==> config.mk <==
export PLATFORM = sky130hd
export DESIGN_NAME = alu_bist_flat
export DESIGN_NICKNAME = d
export VERILOG_FILES = /design/src/rtl/alu_bist_if.sv /design/src/rtl/alu_bist.sv /design/src/flat_wrapper.sv
export SDC_FILE = /design/constraint.sdc
export NUM_CORES = 1
export LEC_CHECK = 0
export BUFFER_PORTS_ARGS = -buffer_cell sky130_fd_sc_hd__clkbuf_2
export CORE_ASPECT_RATIO = 1.1
export CORE_MARGIN = 4
export CORE_UTILIZATION = 38
export CTS_BUF_LIST = sky130_fd_sc_hd__clkbuf_4 sky130_fd_sc_hd__clkbuf_8
export CTS_CLUSTER_SIZE = 8
export DETAILED_ROUTE_END_ITERATION = 8
export PLACE_DENSITY = 0.61
export SLEW_MARGIN = 20
export SYNTH_ARGS = -nofsm -noshare
export SYNTH_HDL_FRONTEND = slang
export SYNTH_SLANG_ARGS = --single-unit
==> constraint.sdc <==
create_clock -name clk -period 3.8 [get_ports clk]
set_input_delay 0.57 -clock clk [delete_from_list [all_inputs] [get_ports clk]]
set_output_delay 0.57 -clock clk [all_outputs]
set_load 0.05 [all_outputs]
==> src/rtl/alu_bist_if.sv <==
// Control/operand and response bundle between the ALU BIST controller and the ALU it exercises.
// The master side is the BIST controller; the slave side is the ALU plus whoever issues start.
interface alu_bist_if;
  logic        start;
  logic [3:0]  alucont;
  logic [31:0] rd1;
  logic [31:0] rd2;
  logic [31:0] res;
  logic        zero;
  logic        busy;
  logic        done;
  logic        pass;
  logic        zero_err;
  logic [31:0] signature;

  modport master (
    input  start, res, zero,
    output alucont, rd1, rd2, busy, done, pass, zero_err, signature
  );

  modport slave (
    output start, res, zero,
    input  alucont, rd1, rd2, busy, done, pass, zero_err, signature
  );
endinterface

==> src/rtl/alu_bist.sv <==
// ALU built-in self-test: two LFSRs feed operand pairs under all six ops and a MISR compacts the responses.
// A run takes NUM_VECTORS*6 cycles after the start edge; pass is registered on the edge entering DONE.
module alu_bist #(
  parameter int unsigned NUM_VECTORS = 64,
  parameter logic [31:0] SEED_A      = 32'hACE1_2468,
  parameter logic [31:0] SEED_B      = 32'h1357_9BDF,
  parameter logic [31:0] GOLDEN_SIG  = 32'h0000_0000
) (
  input  logic       clk,
  input  logic       reset,
  alu_bist_if.master bus
);
  localparam logic [1:0]  S_IDLE = 2'd0;
  localparam logic [1:0]  S_RUN  = 2'd1;
  localparam logic [1:0]  S_DONE = 2'd2;

  localparam logic [31:0] MISR_POLY = 32'h0040_0007;
  localparam logic [31:0] LFSR_POLY = 32'h8020_0003;
  // An all-zero seed would lock the LFSR, so it is replaced by 1.
  localparam logic [31:0] L_SEED_A  = (SEED_A == 32'b0) ? 32'h1 : SEED_A;
  localparam logic [31:0] L_SEED_B  = (SEED_B == 32'b0) ? 32'h1 : SEED_B;
  localparam logic [15:0] LAST_VEC  = 16'(NUM_VECTORS - 1);

  logic [1:0]  r_state;
  logic [2:0]  r_op;
  logic [15:0] r_vec;
  logic [31:0] r_lfsr_a;
  logic [31:0] r_lfsr_b;
  logic [31:0] r_sig;
  logic        r_zerr;
  logic        r_pass;

  logic        w_run;
  logic        w_start;
  logic        w_wrap;
  logic        w_last;
  logic [3:0]  w_op_code;
  logic [31:0] w_sig_next;
  logic        w_zerr_next;
  logic [31:0] w_lfsr_a_next;
  logic [31:0] w_lfsr_b_next;

  assign w_run   = (r_state == S_RUN);
  assign w_start = bus.start && !w_run;
  assign w_wrap  = (r_op == 3'd5);
  assign w_last  = w_wrap && (r_vec == LAST_VEC);

  always_comb begin
    w_op_code = 4'b0000;
    case (r_op)
      3'd0:    w_op_code = 4'b0000;
      3'd1:    w_op_code = 4'b0001;
      3'd2:    w_op_code = 4'b0010;
      3'd3:    w_op_code = 4'b0110;
      3'd4:    w_op_code = 4'b0111;
      3'd5:    w_op_code = 4'b1100;
      default: w_op_code = 4'b0000;
    endcase
  end

  assign w_sig_next    = {r_sig[30:0], 1'b0} ^ (r_sig[31] ? MISR_POLY : 32'b0)
                         ^ bus.res ^ {31'b0, bus.zero};
  assign w_zerr_next   = r_zerr | (bus.zero != (bus.res == 32'b0));
  assign w_lfsr_a_next = {1'b0, r_lfsr_a[31:1]} ^ (r_lfsr_a[0] ? LFSR_POLY : 32'b0);
  assign w_lfsr_b_next = {1'b0, r_lfsr_b[31:1]} ^ (r_lfsr_b[0] ? LFSR_POLY : 32'b0);

  always_ff @(posedge clk or posedge reset) begin
    if (reset) begin
      r_state  <= S_IDLE;
      r_op     <= 3'd0;
      r_vec    <= 16'd0;
      r_lfsr_a <= 32'b0;
      r_lfsr_b <= 32'b0;
      r_sig    <= 32'b0;
      r_zerr   <= 1'b0;
      r_pass   <= 1'b0;
    end else if (w_start) begin
      r_state  <= S_RUN;
      r_op     <= 3'd0;
      r_vec    <= 16'd0;
      r_lfsr_a <= L_SEED_A;
      r_lfsr_b <= L_SEED_B;
      r_sig    <= 32'b0;
      r_zerr   <= 1'b0;
      r_pass   <= 1'b0;
    end else if (w_run) begin
      r_sig  <= w_sig_next;
      r_zerr <= w_zerr_next;
      r_op   <= w_wrap ? 3'd0 : r_op + 3'd1;
      if (w_wrap) begin
        r_lfsr_a <= w_lfsr_a_next;
        r_lfsr_b <= w_lfsr_b_next;
        r_vec    <= r_vec + 16'd1;
      end
      if (w_last) begin
        r_state <= S_DONE;
        r_pass  <= (w_sig_next == GOLDEN_SIG) && !w_zerr_next;
      end
    end
  end

  assign bus.busy      = w_run;
  assign bus.done      = (r_state == S_DONE);
  assign bus.alucont   = w_run ? w_op_code : 4'b0000;
  assign bus.rd1       = w_run ? r_lfsr_a : 32'b0;
  assign bus.rd2       = w_run ? r_lfsr_b : 32'b0;
  assign bus.signature = r_sig;
  assign bus.zero_err  = r_zerr;
  assign bus.pass      = r_pass;
endmodule

==> src/flat_wrapper.sv <==
// flat-port wrapper written by rule: the top's interface ports become plain ports
module alu_bist_flat 
#(
  parameter int unsigned NUM_VECTORS = 64,
  parameter logic [31:0] SEED_A      = 32'hACE1_2468,
  parameter logic [31:0] SEED_B      = 32'h1357_9BDF,
  parameter logic [31:0] GOLDEN_SIG  = 32'h0000_0000
)
  (clk, reset, bus_start, bus_res, bus_zero, bus_alucont, bus_rd1, bus_rd2, bus_busy, bus_done, bus_pass, bus_zero_err, bus_signature);
  alu_bist_if bus_i ();
  input  logic clk;
  input  logic reset;
  input wire logic [$bits(bus_i.start)-1:0] bus_start;
  input wire logic [$bits(bus_i.res)-1:0] bus_res;
  input wire logic [$bits(bus_i.zero)-1:0] bus_zero;
  output wire logic [$bits(bus_i.alucont)-1:0] bus_alucont;
  output wire logic [$bits(bus_i.rd1)-1:0] bus_rd1;
  output wire logic [$bits(bus_i.rd2)-1:0] bus_rd2;
  output wire logic [$bits(bus_i.busy)-1:0] bus_busy;
  output wire logic [$bits(bus_i.done)-1:0] bus_done;
  output wire logic [$bits(bus_i.pass)-1:0] bus_pass;
  output wire logic [$bits(bus_i.zero_err)-1:0] bus_zero_err;
  output wire logic [$bits(bus_i.signature)-1:0] bus_signature;
  assign bus_i.start = bus_start;
  assign bus_i.res = bus_res;
  assign bus_i.zero = bus_zero;
  assign bus_alucont = bus_i.alucont;
  assign bus_rd1 = bus_i.rd1;
  assign bus_rd2 = bus_i.rd2;
  assign bus_busy = bus_i.busy;
  assign bus_done = bus_i.done;
  assign bus_pass = bus_i.pass;
  assign bus_zero_err = bus_i.zero_err;
  assign bus_signature = bus_i.signature;
  alu_bist #(.NUM_VECTORS(NUM_VECTORS), .SEED_A(SEED_A), .SEED_B(SEED_B), .GOLDEN_SIG(GOLDEN_SIG)) u_core (.clk(clk), .reset(reset), .bus(bus_i));
endmodule
# After elaboration in Yosys (flattened, before gate mapping)
# Cells that the tools add are included.
[word_totals] mem_count=0 mem_bits_ro=0 reg_bits=119 latchBits=0 ram_bits=0 output_inout_bits=104 input_bits=36 wordCells=66
[op_classes] eq_ne=9 div=0 order_cmp=0 mux=29 n_reduce_logical=12 n_bitwise=6 shifts=0 multipliers=0 n_addsub=2
[op_table] op="two-way mux 32 bit" n=12
[op_table] op="logical NOT 32 bit" n=2
[op_table] op="XOR 31 x 32 -> 32 bit" n=2
[op_table] op="XOR 32 bit" n=2
[op_table] op="two-way mux 16 bit" n=3
[op_table] op="XOR 32 x 1 -> 32 bit" n=1
[op_table] op="two-way mux 23 bit" n=1
[op_table] op="case mux 4 bit (5 select lines)" n=1
[op_table] op="adder 16 x 1 -> 16 bit, second input constant" n=1
[op_table] op="equality test 16 x 6 -> 1 bit, second input constant" n=1
[op_table] op="two-way mux 3 bit" n=3
[op_table] op="equality test 3 x 2 -> 1 bit, second input constant" n=2
[op_table] op="equality test 3 bit, second input constant" n=2
[op_table] op="two-way mux 2 bit" n=3
[op_table] op="nonzero test 2 bit" n=3
[op_table] op="two-way mux 1 bit" n=5
[op_table] op="two-way mux 4 bit" n=1
[op_table] op="AND reduction 2 bit" n=2
[op_table] op="adder 3 x 1 -> 3 bit, second input constant" n=1
[op_table] op="equality test 3 x 1 -> 1 bit, second input constant" n=1
[op_table] op="logical AND 1 bit" n=3
[op_table] op="equality test 2 x 1 -> 1 bit, second input constant" n=1
[op_table] op="equality test 2 bit, second input constant" n=1
[op_table] op="logical NOT 1 bit" n=2
[op_table] op="other kinds (2)" n=2

# Longest topological paths before layout
# Gate-level depths: netlist (run 1).
[logic_depth] depth_word=9 ltp_mapped=8 ltp_nobuf=7

# Worst setup path after synthesis (run 1)
# Ideal clock, no wire load.
[synth_path] kind="register to output" from="register u_core.r_state[1]" to="output port bus_alucont[0]" stages_incl_launch_ff=5 arrival_ns=1.952 path_buffers=2 required_time_ns=3.230 path_slack_ns=1.278 path_cell_list="dfrtp_1 nand2b_1 buf_2 clkbuf_1 nor3_1"
[synth_via] elab_chain_len=2
[synth_lines] item="start, declared" line="alu_bist.sv:24" source="logic [1:0] r_state;"
[synth_lines] item="start signal, assigned" line="alu_bist.sv:69" source="r_state <= S_IDLE;"
[synth_lines] item="start signal, assigned" line="alu_bist.sv:78" source="r_state <= S_RUN;"
[synth_lines] item="start signal, assigned" line="alu_bist.sv:96" source="r_state <= S_DONE;"
[synth_lines] item="equality test 2 x 1 -> 1 bit" line="alu_bist.sv:43" source="assign w_run = (r_state == S_RUN);"
[synth_lines] item="two-way mux 4 bit" line="alu_bist.sv:104" source="assign bus.alucont = w_run ? w_op_code : 4'b0000;"
[synth_lines] item="end, declared" line="flat_wrapper.sv:16" source="output wire logic [$bits(bus_i.alucont)-1:0] bus_alucont;"
# Every way passes these cells.

# Worst setup path in the final report (run 1)
[layout_path] from="register u_core.r_state[0]" to="output port bus_rd1[22]"
[layout_via] elab_chain_len=2
[layout_lines] item="equality test 2 x 1 -> 1 bit" line="alu_bist.sv:43"
[layout_lines] item="two-way mux 32 bit" line="alu_bist.sv:105" source="assign bus.rd1 = w_run ? r_lfsr_a : 32'b0;"
[layout_lines] item="end, declared" line="flat_wrapper.sv:17" source="output wire logic [$bits(bus_i.rd1)-1:0] bus_rd1;"
# Every way passes these cells.

==> impl_results.md, run 1 <==
- Most frequent cells in the layout: 139 x clkbuf_2, 129 x nand2_1, 119 x dfrtp_1
- Nets@finish: 808
- YS warnings: 0
- Fin. Hold Viols: 0
- H-tree depth: 4
- Global-route wire length before repair: 25500 µm
- Cells after Synth: 648
- Cell row count: 47
- Simple-Gate Fraction of Synth Area: 0.319
- CTS tree: built
- Largest net degree at the start of global routing: 75
- Die X: 127 µm
- # clock sinks: 119
- Synth Area in Compound Gates: 0.0526
- Clock Path Buffers: 2
- # setup viols final: 0
- Avg WL per Cell: 15.5 µm
- Crit-path cells: nand2b_2, clkinv_1, buf_4, and2_1, clkbuf_2
- Root Buffer: clkbuf_8
- Largest family of logic cells by synthesized area: simple AND/OR/NAND/NOR gates
- Commonest non-fill, non-tap cell in the layout: clkbuf_2
- Clk slew on worst S/H paths: 0.07 ns
- Core ar.: 15100 µm²
- WP data arrival: 2.34 ns
- CP max stage delay: 0.49 ns
- CP Launch Point: u_core.r_state[0]
- Crit Reg-Reg Endpoint: u_core.r_lfsr_a[19]
- Setup CP Type: flop to output port
- Vias per inst: 5.15
- Setup TNS: 0 ns
- Status: complete, no violations
- Postcts setup bufs: 0
- DRT antenna net count: 0
- Placer Congestion: 0.878
- Worst hold path type: input pin to async pin
- Slew margin rel.: 0.366
- Initial antenna violation count: 0
- Clock Skews: 0.00969 ns
- N_diodes: 0
- Slew Viols, Final: 0
- #FFs+latches synth: 119
- Die height: 139 µm
- RSZ-0062 raised after global routing: no
- Crit path max fanout: 46
- Top Ports: 140
- Min Tclk post-route: 2.91 ns
- Mapped Nets: 686
- Critical path's slowest cell: clkinv_1
- Clock Latency Late Sink: 0.44 ns
- Tightest Pin Transition: 0.948 ns
- Synth Area in Adders: 0.00425
- Finished Cell Area: 7080 µm²
- XOR/XNOR share of the synthesized area: 0.0802
- Layout cells sized above 1: 0.242
- Critical Path RT: 3.23 ns
- Min Hold Slack: 0.271 ns
- R2r startpoint: u_core.r_state[0]
- Seq/Total Area, Yosys: 0.505
- Total power: 6.66 mW
- GRT overflow: 0
- Post-cts sizing count: 0
- Fmax: 0.344 GHz
- Tcrit/Tclk final: 0.765
- Syn avg cell area: 9.10 µm²
- Leakage: 3.43 nW
- Total track usage: 0.176
- Detailed router's first-iteration violation count: 336
- Maximum Capacitance Violations: 0
- 1st-pass router iterations: 5
- Distinct cells, synth: 39
- Mux cell area share after synthesis: 0.00170
- Worst reg2reg path depth: 6
- Pwr Density: 941 nW/µm²
- Number of global-route vias before repair: 4973
- HPWL Detailed: 10400 µm
- Starting density of the core: 0.390
- Syn Std Cell Area: 5890 µm²
- Die area: 17600 µm²
- Hold Buf Count CTS: 0
- Reg2Reg Setup Slack: 1.29 ns
- Total CTS buffers: 17
- Placed cell area: 6720 µm²
- Crit start category: flop
- Worst vdd rail ir drop: 0.512 mV
- IO Port Bufs: 139
- Final wirelength: 15100 µm
- Vias: 5039
- DRC: 0
- Crit. End Element: output port
- Area grow syn2layout: 20.1%
-- worst max path at each step --
stage,end,slack [ns],cells after the start
detailed placement,u_core.r_lfsr_a[19],1.22,5
CTS,bus_rd1[22],0.81,5
finish,bus_rd1[22],0.89,5
global placement,u_core.r_lfsr_a[24],1.31,5
floorplan,u_core.bus.pass,0.07,1
global route,bus_rd1[22],0.62,5
-- synthesized netlist by cell type, drive strengths merged --
cell type	count	area (µm²)
a21oi	4	20.0
clkbuf	26	97.6
inv	10	37.5
and4	1	10.0
mux2i	1	10.0
or3	2	12.5
or3b	1	8.76
or4	1	7.51
nor3b	1	7.51
and2	66	413
and3	1	6.26
nor4	13	87.6
ha	2	25.0
o211ai	2	20.0
buf	18	81.3
nand2b	1	6.26
and3b	1	8.76
nand3b	33	248
nand2	131	494
o2111ai	1	8.76
a21o	2	15.0
xor2	13	114
nand4	13	96.3
o31ai	3	22.5
nor2	21	78.8
o41ai	1	8.76
nor3	7	51.3
nand3	69	345
o21ai	43	215
dfrtp	119	2980
xnor2	41	359
-- worst max-delay path: cells and delay by family (launching register included) --
kind	cells	cell delay (ns)
buf+inv	3	1.19
simple gates	2	0.30
flops	1	0.41
-- cell type report --
cell class                 instances  area [µm²]
clock inverter                     8        47.5
sequential                       119        2980
inverter                          10        40.0
clock buffer                      23         310
multi-input combinational        475        2710
timing repair buffer             147         756
tap                              196         245
fill                            1480        8030
-- cells by family after synthesis --
group	Yosys count
buf+inv	54
xor+xnor	54
fa+ha+maj	2
simple gates	362
flops	119
compound gates	56
mux	1
-- through the flow --
stage                     instances  setup WS (ns)   util
after floorplan                 648         0.0725      -
after global placement          947           1.31  0.445
after detailed placement        947           1.22  0.445
after CTS                       978          0.807  0.469
after global routing            978          0.616  0.469
final                           978          0.892  0.469
-- report_power, final --
group	switching, mW	internal, mW
combinational	2.51	0.868
sequential	0.489	1.76
clock	0.498	0.535
total	3.50	3.16
-- state kept, by name, indices dropped and copies added (netlist names) --
signal                count
u_core.r_lfsr_a          32
u_core.bus.pass           1
u_core.r_lfsr_b          32
u_core.r_op               3
u_core.bus.signature     32
u_core.r_vec             16
u_core.bus.zero_err       1
u_core.r_state            2
-- layer usage --
layer  vias up  wire length [µm]  global-route usage  share of wire
met5         -                 0                   0              0
met4         0               248              0.0559          0.016
met3        20              1080              0.0466          0.071
met2       184              7100               0.277           0.47
met1      2437              6710               0.239           0.44
li1       2398                 -                   -              -
No activity file was read; power rests on OpenSTA's default activity.
==> run 2: changes to the inputs <==
--- a/config.mk
+++ b/config.mk
@@ -5,6 +5,7 @@
 export SDC_FILE = /design/constraint.sdc
 export NUM_CORES = 1
 export LEC_CHECK = 0
+export ABC_AREA = 1
 export BUFFER_PORTS_ARGS = -buffer_cell sky130_fd_sc_hd__clkbuf_2
 export CORE_ASPECT_RATIO = 1.1
 export CORE_MARGIN = 4
@@ -12,7 +13,7 @@
 export CTS_BUF_LIST = sky130_fd_sc_hd__clkbuf_4 sky130_fd_sc_hd__clkbuf_8
 export CTS_CLUSTER_SIZE = 8
 export DETAILED_ROUTE_END_ITERATION = 8
-export PLACE_DENSITY = 0.61
+export PLACE_DENSITY = 0.59
 export SLEW_MARGIN = 20
 export SYNTH_ARGS = -nofsm -noshare
 export SYNTH_HDL_FRONTEND = slang
==> constraint.sdc (replaced) <==
create_clock -name clk -period 2.97 [get_ports clk]
set_input_delay 0.4455 -clock clk [delete_from_list [all_inputs] [get_ports clk]]
set_output_delay 0.4455 -clock clk [all_outputs]
set_load 0.05 [all_outputs]
==> run 2 against run 1 <==
Clock skew about the same. Synthesized area up 2.6%. Critical path depth rose by 1. Combinational power up 15%. Sequential share of layout area fell by 1.3 points. Largest power group unchanged. Highest routed layer unchanged. Die area rose by 2.5%. Via count up 8.8%. Final area grew 3.3%.
==> impl_results.md, run 2 <==
- Status: complete, no violations
- Placed cell area: 6930 µm² (+3.0%)
- Placed cell count: 1126 (+19%)
- Worst hold path type: input pin to async pin
- H-tree depth: 4 (unchanged)
- N_diodes: 0 (unchanged)
- Worst vdd rail ir drop: 0.732 mV (+43%)
- Tcrit/Tclk final: 0.863
- Core ar.: 15700 µm² (+3.7%)
- Largest net degree at the start of global routing: 120 (+60%)
- Die X: 128 µm (+1.2%)
- Vias: 5483 (+8.8%)
- Setup TNS: 0 ns (unchanged)
- Reg2Reg Setup Slack: 0.82 ns (-0.47 ns)
- Top FF cell, synth: dfrtp_1
- Clock Latency Late Sink: 0.43 ns (about the same)
- Die area: 18000 µm² (+2.5%)
- Total CTS buffers: 17 (unchanged)
- Yosys top cell area share: 0.492 (-0.0129)
- Min Tclk post-route: 2.56 ns
- Critical Path RT: 2.52 ns (-0.71 ns)
- HPWL Detailed: 11200 µm (+7.6%)
- # setup viols final: 0 (unchanged)
- Placer Congestion: 0.781 (-11%)
- Top Ports: 140 (unchanged)
- Clock Path Buffers: 2 (unchanged)
- Layout cells sized above 1: 0.208 (-0.0340)
- RSZ-0062 raised after global routing: no
- Area grow syn2layout: 20.9%
- Most numerous cell in the Yosys netlist: nand2_1
- Register cell area after layout: 2980 µm² (unchanged)
- Maximum Capacitance Violations: 0 (unchanged)
- Syn Std Cell Area: 6050 µm² (+2.6%)
- Postcts setup bufs: 0 (unchanged)
- #FFs+latches synth: 119 (unchanged)
- Crit start category: flop
- Vias per inst: 4.73 (-8.1%)
- Distinct cells, synth: 37 (-5.1%)
- Commonest non-fill, non-tap cell in the layout: nand2_1
- Starting density of the core: 0.386 (-0.00416)
- YS warnings: 0 (unchanged)
- Post-synth EDFFs: 0 (unchanged)
- Crit path max fanout: 49 (+6.5%)
- Hold Buf Count CTS: 0 (unchanged)
- Root Buffer: clkbuf_8
- 1st-pass router iterations: 5 (unchanged)
- Post-cts sizing count: 0 (unchanged)
- Mapped Nets: 849 (+24%)
- Finished Cell Area: 7310 µm² (+3.3%)
- R2r startpoint: u_core.r_state[0]
- Clk slew on worst S/H paths: 0.07 ns (about the same)
- Avg WL per Cell: 13.8 µm (-11%)
- Clock Skews: 0.00936 ns (-0.000328 ns)
- Cells after Synth: 811 (+25%)
- Crit. End Element: output port
- Global-route wire length before repair: 26100 µm (+2.2%)
- Critical path's slowest cell: inv_4
- Die height: 140 µm (+1.2%)
- Nets@finish: 983 (+22%)
- Slew margin rel.: 0.544 (+0.178)
- Fill count: 1633 (+10%)
- # clock sinks: 119 (unchanged)
- Cell row count: 48 (+2.1%)
- Synth top area cells: dfrtp_1 49%, nand2_1 11%, inv_1 9.3%
- Fin. Hold Viols: 0 (unchanged)
- Syn avg cell area: 7.46 µm² (-18%)
- CP max stage delay: 0.40 ns (-0.09 ns)
- Number of global-route vias before repair: 5322 (+7.0%)
- Largest area contributor in the netlist: dfrtp_1
- CP Launch Point: u_core.r_state[0]
- Finished Layout Cells: 1158 (+18%)
- Detailed router's first-iteration violation count: 285 (-15%)
- IO Port Bufs: 139 (unchanged)
- CTS tree: built
- Pwr Density: 1050 nW/µm² (+12%)
- Most frequent cells in the layout: 173 x nand2_1, 149 x inv_1, 139 x clkbuf_2
- Post-synth ARST share: 1.00 (unchanged)
- Area of the multi-input gates: 2340 µm² (-14%)
- Slew Viols, Final: 0 (unchanged)
- Initial antenna violation count: 0 (unchanged)
- Final wirelength: 16000 µm (+5.8%)
- DRT antenna net count: 0 (unchanged)
- Crit-path cells: inv_2, nor2_8, inv_4, buf_4, nor2_1, clkbuf_2
- Fmax: 0.390 GHz
- Setup CP Type: flop to output port
- WP data arrival: 2.12 ns (-0.22 ns)
- Seq/Total Area, Yosys: 0.492 (-0.0129)
- GRT overflow: 0 (unchanged)
- Top cells by count, synth: 173 x nand2_1, 150 x inv_1, 122 x nor2_1
- Leakage: 4.02 nW (+17%)
- Total track usage: 0.181 (+0.00463)
- Tightest Pin Transition: 0.684 ns (-0.264 ns)
- DRC: 0 (unchanged)
-- run 2: changes by cell type after synthesis, sizes merged, moves of 33 or more --
cell | before | now
xnor2 | 41 | 4
nand3b | 33 | 0
o22ai | 0 | 33
nor2 | 21 | 127
nand2 | 131 | 177
nand3 | 69 | 25
a21oi | 4 | 39
and2 | 66 | 0
inv | 10 | 157
-- run 2: cell type report --
type | instances | area share
repair buffers | 147 | 0.105
well taps | 200 | 0.0342
clock buffers | 19 | 0.0349
multi-input cells | 503 | 0.319
clock inverters | 13 | 0.0180
flip-flops and latches | 119 | 0.407
inverters | 157 | 0.0814
-- run 2: worst max-delay path: cells and delay by family, from the launching register on --
kind,cells,cell delay (ns)
buffers and inverters,4,1.13
flip-flops,1,0.39
AND/OR/NAND/NOR,2,0.15
-- run 2: cell families (layout without fill, tap and decap cells) --
family	after synthesis	after routing	synth area share
buffers and inverters	189	336	0.121
AO/OA/AOI/OAI	153	153	0.137
flip-flops	119	119	0.492
adder cells (fa/ha/maj)	2	2	0.00414
XOR/XNOR	9	9	0.0130
AND/OR/NAND/NOR	339	339	0.232
-- run 2: path summary, 6_finish.rpt --
| check | endpoint | depth (start not counted) |
|---|---|---|
| setup / recovery | bus_rd2[3] | 6 |
| setup reg to reg | u_core.r_vec[15] | 8 |
| max in group asynchronous | u_core.bus.signature[27] | 3 |
| hold reg to reg | u_core.r_lfsr_b[4] | 2 |
| hold / removal | u_core.bus.signature[7] | 3 |
| min in group clk | u_core.r_state[1] | 2 |
-- run 2: power by group --
part | internal, mW | total [mW] | switching [mW]
clock | 0.770 | 1.44 | 0.667
sequential | 2.13 | 2.38 | 0.248
combinational | 0.868 | 3.90 | 3.03
-- run 2: stage by stage --
stage               hold slack [ns]  setup slack [ns]  utilization  power, mW
finish                        0.175             0.408        0.467       7.71
floorplan                     0.467             0.527            -       5.38
CTS                           0.201             0.363        0.467       7.79
detailed placement            0.489             0.797        0.442       6.33
global placement              0.480             0.831        0.442       6.29
global route                  0.216             0.247        0.467       8.18
-- run 2: per-layer routing --
metal,global-route usage,routed length [µm],vias up
met3,0.0381,681,14
met4,0.0609,199,0
li1,-,-,2777
met1,0.239,7380,2563
met2,0.295,7750,129
met5,0,0,-
